$ cat config.mk
export PLATFORM = sky130hd
export DESIGN_NAME = keypad_scanner
export DESIGN_NICKNAME = d
export VERILOG_FILES = /design/src/rtl/keypad_scanner.sv
export SDC_FILE = /design/constraint.sdc
export NUM_CORES = 1
export LEC_CHECK = 0
export CAP_MARGIN = 20
export CORE_MARGIN = 4
export CORE_UTILIZATION = 45
export CTS_BUF_LIST = sky130_fd_sc_hd__clkbuf_8
export DETAILED_ROUTE_END_ITERATION = 16
export PLACE_DENSITY_LB_ADDON = 0.1
export REMOVE_ABC_BUFFERS = 1
export SLEW_MARGIN = 20
export SYNTH_ARGS = -nofsm -noshare
export SYNTH_HDL_FRONTEND = slang
export SYNTH_SLANG_ARGS = --single-unit
$ cat constraint.sdc
create_clock -name clk -period 6.5 [get_ports clk]
set_clock_uncertainty 0.15 [all_clocks]
set_input_delay 0.65 -clock clk [delete_from_list [all_inputs] [get_ports clk]]
set_output_delay 0.65 -clock clk [all_outputs]
set_load 0.05 [all_outputs]
$ cat src/rtl/keypad_scanner.sv
`default_nettype none
// ============================================================================
// keypad_scanner: 4x4 hex keypad row scanner with whole-scan debounce,
//                 valid/ready key handoff and a 32-bit digit entry register.
// Revision: 1.0
// ============================================================================
module keypad_scanner #(
  parameter int SCAN_INTVL     = 100000,
  parameter int DEBOUNCE_SCANS = 4
) (
  input  logic        clk,
  input  logic        rst_n,
  input  logic [3:0]  col_in,
  output logic [3:0]  row_out,
  output logic        key_valid,
  output logic [3:0]  key_code,
  input  logic        key_ready,
  output logic [31:0] entry,
  input  logic        entry_clr,
  output logic        overrun
);

  localparam int CW = (SCAN_INTVL > 1) ? $clog2(SCAN_INTVL) : 1;
  localparam int DW = $clog2(DEBOUNCE_SCANS + 1);
  localparam logic [CW-1:0] SCAN_LAST  = CW'(SCAN_INTVL - 1);
  localparam logic [DW-1:0] DEB_TARGET = DW'(DEBOUNCE_SCANS);

  typedef enum logic [1:0] {
    IDLE    = 2'd0,
    CAND    = 2'd1,
    PRESSED = 2'd2
  } state_t;

  logic [3:0]    col_meta;
  logic [3:0]    col_sync;
  logic [CW-1:0] scan_cnt;
  logic [1:0]    row_idx;
  logic          sample;
  logic          scan_done;
  logic [2:0]    row_cnt;
  logic [1:0]    row_col;
  logic [1:0]    acc_cnt;
  logic [3:0]    acc_key;
  logic [1:0]    acc_base;
  logic [2:0]    sum;
  logic [1:0]    tot;
  logic [3:0]    scan_key;
  logic          single;
  state_t        state;
  state_t        state_nxt;
  logic [3:0]    cand;
  logic [3:0]    cand_nxt;
  logic [DW-1:0] deb_cnt;
  logic [DW-1:0] deb_nxt;
  logic [DW-1:0] deb_inc;
  logic          accept;

  always_ff @(posedge clk or negedge rst_n) begin
    if (!rst_n) begin
      col_meta <= 4'hF;
      col_sync <= 4'hF;
    end else begin
      col_meta <= col_in;
      col_sync <= col_meta;
    end
  end

  assign sample    = (scan_cnt == SCAN_LAST);
  assign scan_done = sample && (row_idx == 2'd3);
  assign row_out   = ~(4'b0001 << row_idx);

  always_ff @(posedge clk or negedge rst_n) begin
    if (!rst_n) begin
      scan_cnt <= '0;
      row_idx  <= 2'd0;
    end else if (sample) begin
      scan_cnt <= '0;
      row_idx  <= row_idx + 2'd1;
    end else begin
      scan_cnt <= scan_cnt + CW'(1);
    end
  end

  // Closed keys in the current row; row_col is the lowest closed column.
  always_comb begin
    row_cnt = 3'd0;
    row_col = 2'd0;
    for (int c = 3; c >= 0; c--) begin
      if (!col_sync[c]) begin
        row_cnt = row_cnt + 3'd1;
        row_col = 2'(c);
      end
    end
  end

  // Running key count for the scan saturates at 2, which already means MULTI.
  assign acc_base = (row_idx == 2'd0) ? 2'd0 : acc_cnt;
  assign sum      = {1'b0, acc_base} + row_cnt;
  assign tot      = (sum >= 3'd2) ? 2'd2 : sum[1:0];
  assign scan_key = (row_cnt == 3'd1) ? {row_idx, row_col} : acc_key;
  assign single   = scan_done && (tot == 2'd1);

  always_ff @(posedge clk or negedge rst_n) begin
    if (!rst_n) begin
      acc_cnt <= 2'd0;
      acc_key <= 4'd0;
    end else if (sample) begin
      acc_cnt <= tot;
      acc_key <= scan_key;
    end
  end

  always_ff @(posedge clk or negedge rst_n) begin
    if (!rst_n) begin
      state   <= IDLE;
      cand    <= 4'd0;
      deb_cnt <= '0;
    end else begin
      state   <= state_nxt;
      cand    <= cand_nxt;
      deb_cnt <= deb_nxt;
    end
  end

  assign deb_inc = deb_cnt + DW'(1);

  always_comb begin
    state_nxt = state;
    cand_nxt  = cand;
    deb_nxt   = deb_cnt;
    accept    = 1'b0;
    if (scan_done) begin
      case (state)
        IDLE: begin
          if (single) begin
            cand_nxt = scan_key;
            if (DEBOUNCE_SCANS == 1) begin
              accept    = 1'b1;
              state_nxt = PRESSED;
              deb_nxt   = '0;
            end else begin
              state_nxt = CAND;
              deb_nxt   = DW'(1);
            end
          end
        end
        CAND: begin
          if (single && (scan_key == cand)) begin
            if (deb_inc == DEB_TARGET) begin
              accept    = 1'b1;
              state_nxt = PRESSED;
              deb_nxt   = '0;
            end else begin
              deb_nxt = deb_inc;
            end
          end else begin
            state_nxt = IDLE;
            deb_nxt   = '0;
          end
        end
        PRESSED: begin
          // deb_cnt counts consecutive release scans here.
          if (single) begin
            deb_nxt = '0;
          end else if (deb_inc == DEB_TARGET) begin
            state_nxt = IDLE;
            deb_nxt   = '0;
          end else begin
            deb_nxt = deb_inc;
          end
        end
        default: begin
          state_nxt = IDLE;
          deb_nxt   = '0;
        end
      endcase
    end
  end

  always_ff @(posedge clk or negedge rst_n) begin
    if (!rst_n) begin
      key_valid <= 1'b0;
      key_code  <= 4'd0;
      entry     <= 32'd0;
      overrun   <= 1'b0;
    end else begin
      if (accept) begin
        key_valid <= 1'b1;
        key_code  <= scan_key;
      end else if (key_valid && key_ready) begin
        key_valid <= 1'b0;
      end

      if (entry_clr) begin
        entry <= accept ? {28'h0, scan_key} : 32'd0;
      end else if (accept) begin
        entry <= {entry[27:0], scan_key};
      end

      if (entry_clr) begin
        overrun <= 1'b0;
      end else if (accept && key_valid && !key_ready) begin
        overrun <= 1'b1;
      end
    end
  end

endmodule
`default_nettype wire

======== Word-level counts from Yosys, hierarchy flattened ========
Index checks and enable logic that the tools add are counted.
storage, ports and cells
  register bits ........................... 80
  bits of input ports ..................... 8
  output and inout bits ................... 42
operators by class
  add/sub/neg operators ................... 7
  $lt $le $gt $ge ......................... 1
  equal/unequal tests ..................... 12
  shift-type cells ........................ 1
  mux-type cells .......................... 34
  bitwise operators ....................... 1
  reductions and logical operators ........ 15
operator list
  cell                   count
  $mux 32                2
  $mux 2                 11
  $mux 3                 7
  $add 17x1->17 const B  1
  $eq 17x17->1 const B   1
  $mux 17                1
  $add 3x1->3 const B    4
  $mux 1                 9
  $pmux 3 s3             1
  $mux 4                 2
  $logic_and 1x1->1      6
  $ne 2x2->1 const B     3
  $pmux 2 s3             1
  $reduce_bool 2->1      3
  $reduce_and 5->1       1
  $eq 2x1->1 const B     2
  $eq 2x2->1 const B     2
  $eq 4x4->1             1
  $logic_not 2->1        2
  $not 4->4              1
  $shl 1x2->4 const A    1
  $add 2x3->3            1
  $eq 3x1->1 const B     1
  $eq 3x3->1 const B     1
  other kinds (6)        6

======== Longest topological paths before layout ========
  depth after elaboration ................. 20
  mapped depth ............................ 17
  mapped depth without buffers ............ 15

======== Worst setup path after synthesis ========
No wires, ideal clock.
  path kind ............................... reg2reg
  start point ............................. register col_sync[2]
  end point ............................... register entry[10]
  setup time .............................. 79 ps
  arrival time ............................ 3,854 ps
  data required time ...................... 6,271 ps
  path slack .............................. 2,416 ps
  cell stages (with the launch flop) ...... 17
  buffers on the path ..................... 2
  period minus slack after synthesis ...... 4,084 ps
  cells stage by stage .................... dfstp_2 inv_1 ha_1 xnor2_1 ha_1 nor2b_1 a31o_2 inv_2 fa_1 xnor3_1 nand3_1 nor4_1 nand3_1 nor4_2 buf_4 buf_6 mux2i_1
between the ends
  word-level cells in the longest chain between the ends .. 15
  elaborated cells on any way between the ends .. 21
  those cells by class .................... add/sub (3); order compare (1); eq/ne (3); mux (11); reduce/logical (3)
ends and longest elaborated chain
  what                           RTL line  text
  start: declaration             35        logic [3:0] col_sync;
  start signal: assignment       64        col_sync <= col_meta;
  $mux 3                         89        if (!col_sync[c]) begin
  $add 3x1->3                    90        row_cnt = row_cnt + 3'd1;
  $mux 3                         89
  $add 3x1->3                    90
  $mux 3                         89
  $add 2x3->3                    98        assign sum = {1'b0, acc_base} + row_cnt;
  $ge 3x2->1                     99        assign tot = (sum >= 3'd2) ? 2'd2 : sum[1:0];
  $mux 2                         99
  $eq 2x1->1                     101       assign single = scan_done && (tot == 2'd1);
  $logic_and 1x1->1              101
  $logic_and 1x1->1 *            148       if (single && (scan_key == cand)) begin
  $mux 1 *                       148
  $mux 1 *                       133       case (state)
  $mux 1 *                       132       if (scan_done) begin
  $reduce_bool 2->1 (no line) *  n/a
  end signal: assignment         195       entry <= accept ? {28'h0, scan_key} : 32'd0;
  end signal: assignment         197       entry <= {entry[27:0], scan_key};
  end: declaration               18        output logic [31:0] entry,
Mark *: on every way between the ends. The rest lies on a longest branch, timed or not.
A chain may end at the register's enable or synchronous reset.

======== Worst setup path after layout ========
  start point ............................. register col_sync[2]
  end point ............................... register entry[25]
The elaborated chain is that of the path after synthesis.

==> summary.md <==
| Metric | Value |
|---|---|
| Run status | complete, no violations |
| H-Tree Level Count | 3 |
| Actual slew at the worst max-slew pin | around 0.95 ns |
| DRT iter0 DRCs | 117 |
| Unique cell type count in the Yosys netlist | 54 |
| Predominant post-synthesis flop cell | dfrtp_1 |
| Post-Synthesis Cell Area | between 3000 and 4000 um^2 |
| Path class of the lowest-slack min-delay path | in2async |
| Multi-input combinational cell area | about 1800 um^2 |
| DRC viols | 0 |
| Setup crit start kind | flop |
| Maximum vdd drop | 0.0973 mV |
| Layout cells sized above 1 | 0.0983 |
| Maximum clock insertion buffer count | 2 |
| Average routed wire per standard cell | approximately 14 um |
| Input/output buffers | between 40 and 50 |
| Instance area at placement | 4530 um^2 |
| Number of antenna diodes | 0 |
| Clock tree from TritonCTS | yes |
| CTS Root Cell | clkbuf_8 |
| Routed Antenna Nets | 0 |
| Sum of internal, switching and leakage power | 886 uW |
| Number of rows in the core area | 33 |
| Final-report max-slew violation count | 0 |
| Period utilisation layout | 0.717 |
| Number of top-level pins | 50 |
| Share of flip-flops with an asynchronous set or reset after synthesis | 1.00 |
| Critical path start-end classification | reg2reg |
| Finished Cell Area | 4710 um^2 |
| Overall via count from detail_route | ~2600 |
| Highest clock rate | 214 MHz |
| Post-synthesis cell count | between 300 and 400 |
| Clock insertion delay at the later pin of the skew report | about 0.34 ns |
| Full die area | 10400 um^2 |
| Initial antenna violation count | 0 |
| Number of max-capacitance violations reported | 0 |
| Power density relative to cell area | ~190 nW/um^2 |
| Maximum number of pins on one net before global-route repair | 81 |
| Fill cell total of the finished layout | about 750 |
| Post-layout min period | ~4.7 ns |
| Number of cells in the design after placement | 496 |
| Final weighted congestion in routability-driven placement | 0.828 |
| Yosys reg bits | 80 |
| Layout Area Growth over Synthesis | 18.9% |
| Leftover overflow at the end of global routing | 0 |
| Category of the worst setup path capture point | flop |
| Number of clock buffers inserted by TritonCTS | 9 |
| Net count reported at finish | 424 |
| Endpoint arrival time on the critical path | ~4.8 ns |
| Relative slew slack | 0.363 |
| Fraction of the core area covered by cells at the end of the flow | 0.562 |
| Hold-fix buffers, CTS | 0 |
| Mean post-synth cell area | 11.3 um^2 |
| Overall global routing resource usage | 0.153 |
| First-pass GRT wire length | 12.5 mm |
| Number of clock sinks seen by CTS | 80 |
| Post-CTS Repair Setup Buffers | 0 |
| Starting density of the core | 0.472 |
| HPWL after detailed placement | 5.00 mm |
| Mean number of vias per cell | 5.06 |
| Final hold vios | 0 |
| Seq/Total Area, Yosys | 0.508 |
| Combined flip-flop and latch cell area | 2010 um^2 |
| Warnings from Yosys | 0 |
| DRT Wirelength | slightly above 7 mm |
| Number of flops mapped to enable cells by yosys | 0 |
| Static Leakage | 0.00194 uW |
| Die X | 102 um |
| Unrepaired setup endpoints after global routing | false |
| Largest fanout on the critical path | 38 |
| Total core area | 8380 um^2 |
| Height of the die | 102 um |
| Total of cells resized after clock tree synthesis | 0 |
| Worst Hold Slack | 0.183 ns |
| Number of global-route vias before repair | around 2600 |
| Reg2Reg Depth | 15 |
| Crit path required time | 6.61 ns |
| Count of non-filler cells in the finished layout | 512 |
| Endpoints failing setup | 0 |
| Clock-pin transition on the worst setup and hold timing paths | 0.08 ns |
| Number of search-and-repair iterations in the first detailed-routing pass | 4 |
-- stage by stage --
stage               setup WS [ns]  setup TNS, ns
global placement             1.96              0
CTS                          1.81              0
finish                       1.84              0
detailed placement           1.87              0
floorplan                  -0.106          -3.80
global route                 1.50              0
-- area by class of cell --
type | instances | area share
clock buffer | 10 | 0.0292
tap | 105 | 0.0279
multi-input combinational | 241 | 0.385
inverter | 19 | 0.0151
clock inverter | 6 | 0.00771
sequential | 80 | 0.427
timing repair buffer | 51 | 0.108
-- layer usage --
layer | vias up | part of all wire | GRT usage
met1 | 1252 | 0.50 | 0.218
li1 | 1294 | - | -
met2 | 35 | 0.45 | 0.230
met5 | - | 0 | 0
met4 | 0 | 0.016 | 0.0616
met3 | 9 | 0.034 | 0.0334
-- registers in the layout, indices dropped and copies added (netlist names) --
register and count:
entry 32, scan_cnt 17, acc_key 4, cand 4, col_meta 4, col_sync 4, key_code 4, deb_cnt 3
acc_cnt 2, row_idx 2, state 2, key_valid 1, overrun 1
-- cell families after synthesis --
logic type	after synthesis	share of synthesized area
simple gates	132	0.198
mux	38	0.0979
flops	80	0.508
compound gates	34	0.0594
xor+xnor	23	0.0543
buf+inv	30	0.0363
fa+ha+maj	14	0.0461
-- layout by cell type (no fill, tap or decap), drive strengths merged, types with 3 or more instances in the layout --
cell type and n:
nand4 4, nor2 24, and3 4, nand2b 41, dfstp 8, ha 13
dfrtp 72, mux2i 38, clkdlybuf4s50 48, nor3 3, nor4 5, a21oi 8
nand3 6, nand4b 3, xnor2 13, buf 3, nand2 20, xor2 9
o21ai 11, and2 3, inv 22, nor2b 5, clkbuf 10
-- cell usage after synthesis (6+ instances only) --
| library cell | n | area, um^2 |
|---|---|---|
| nand3_1 | 6 | 30.0 |
| xnor2_1 | 13 | 114 |
| mux2i_1 | 36 | 360 |
| dfrtp_1 | 72 | 1800 |
| inv_1 | 18 | 67.6 |
| xor2_1 | 9 | 78.8 |
| nor2_1 | 24 | 90.1 |
| ha_1 | 13 | 163 |
| o21ai_0 | 8 | 40.0 |
| a21oi_1 | 8 | 40.0 |
| nand2b_1 | 41 | 257 |
| nand2_1 | 20 | 75.1 |
| dfstp_2 | 8 | 210 |
-- worst max-delay path, cell delays in order (launching register included) --
cell	delay [ns]
dfstp_2	0.57
inv_1	0.05
ha_1	0.38
xnor2_1	0.20
ha_1	0.29
nor2b_1	0.12
a31o_2	0.17
inv_2	0.06
fa_1	0.39
xnor3_1	0.39
nand3_1	0.25
nor4_1	0.39
nand3_1	0.18
nor4_4	0.16
buf_4	0.54
mux2i_1	0.26
-- worst paths after layout --
check	from	to	slack, ns
max reg2reg	col_sync[2]	entry[25]	1.84
max	col_sync[2]	entry[25]	1.84
min reg2reg	col_meta[3]	col_sync[3]	0.20
min in group clk	col_meta[3]	col_sync[3]	0.20
min	rst_n	entry[24]	0.18
max in group asynchronous	rst_n	scan_cnt[12]	5.51
-- where the power goes --
part / internal, uW / switching (uW)
Sequential: 502 / 2.91
Combinational: 21.9 / 32.1
Clock: 147 / 180
Total: 671 / 215
(Power assumes the default switching activity.)
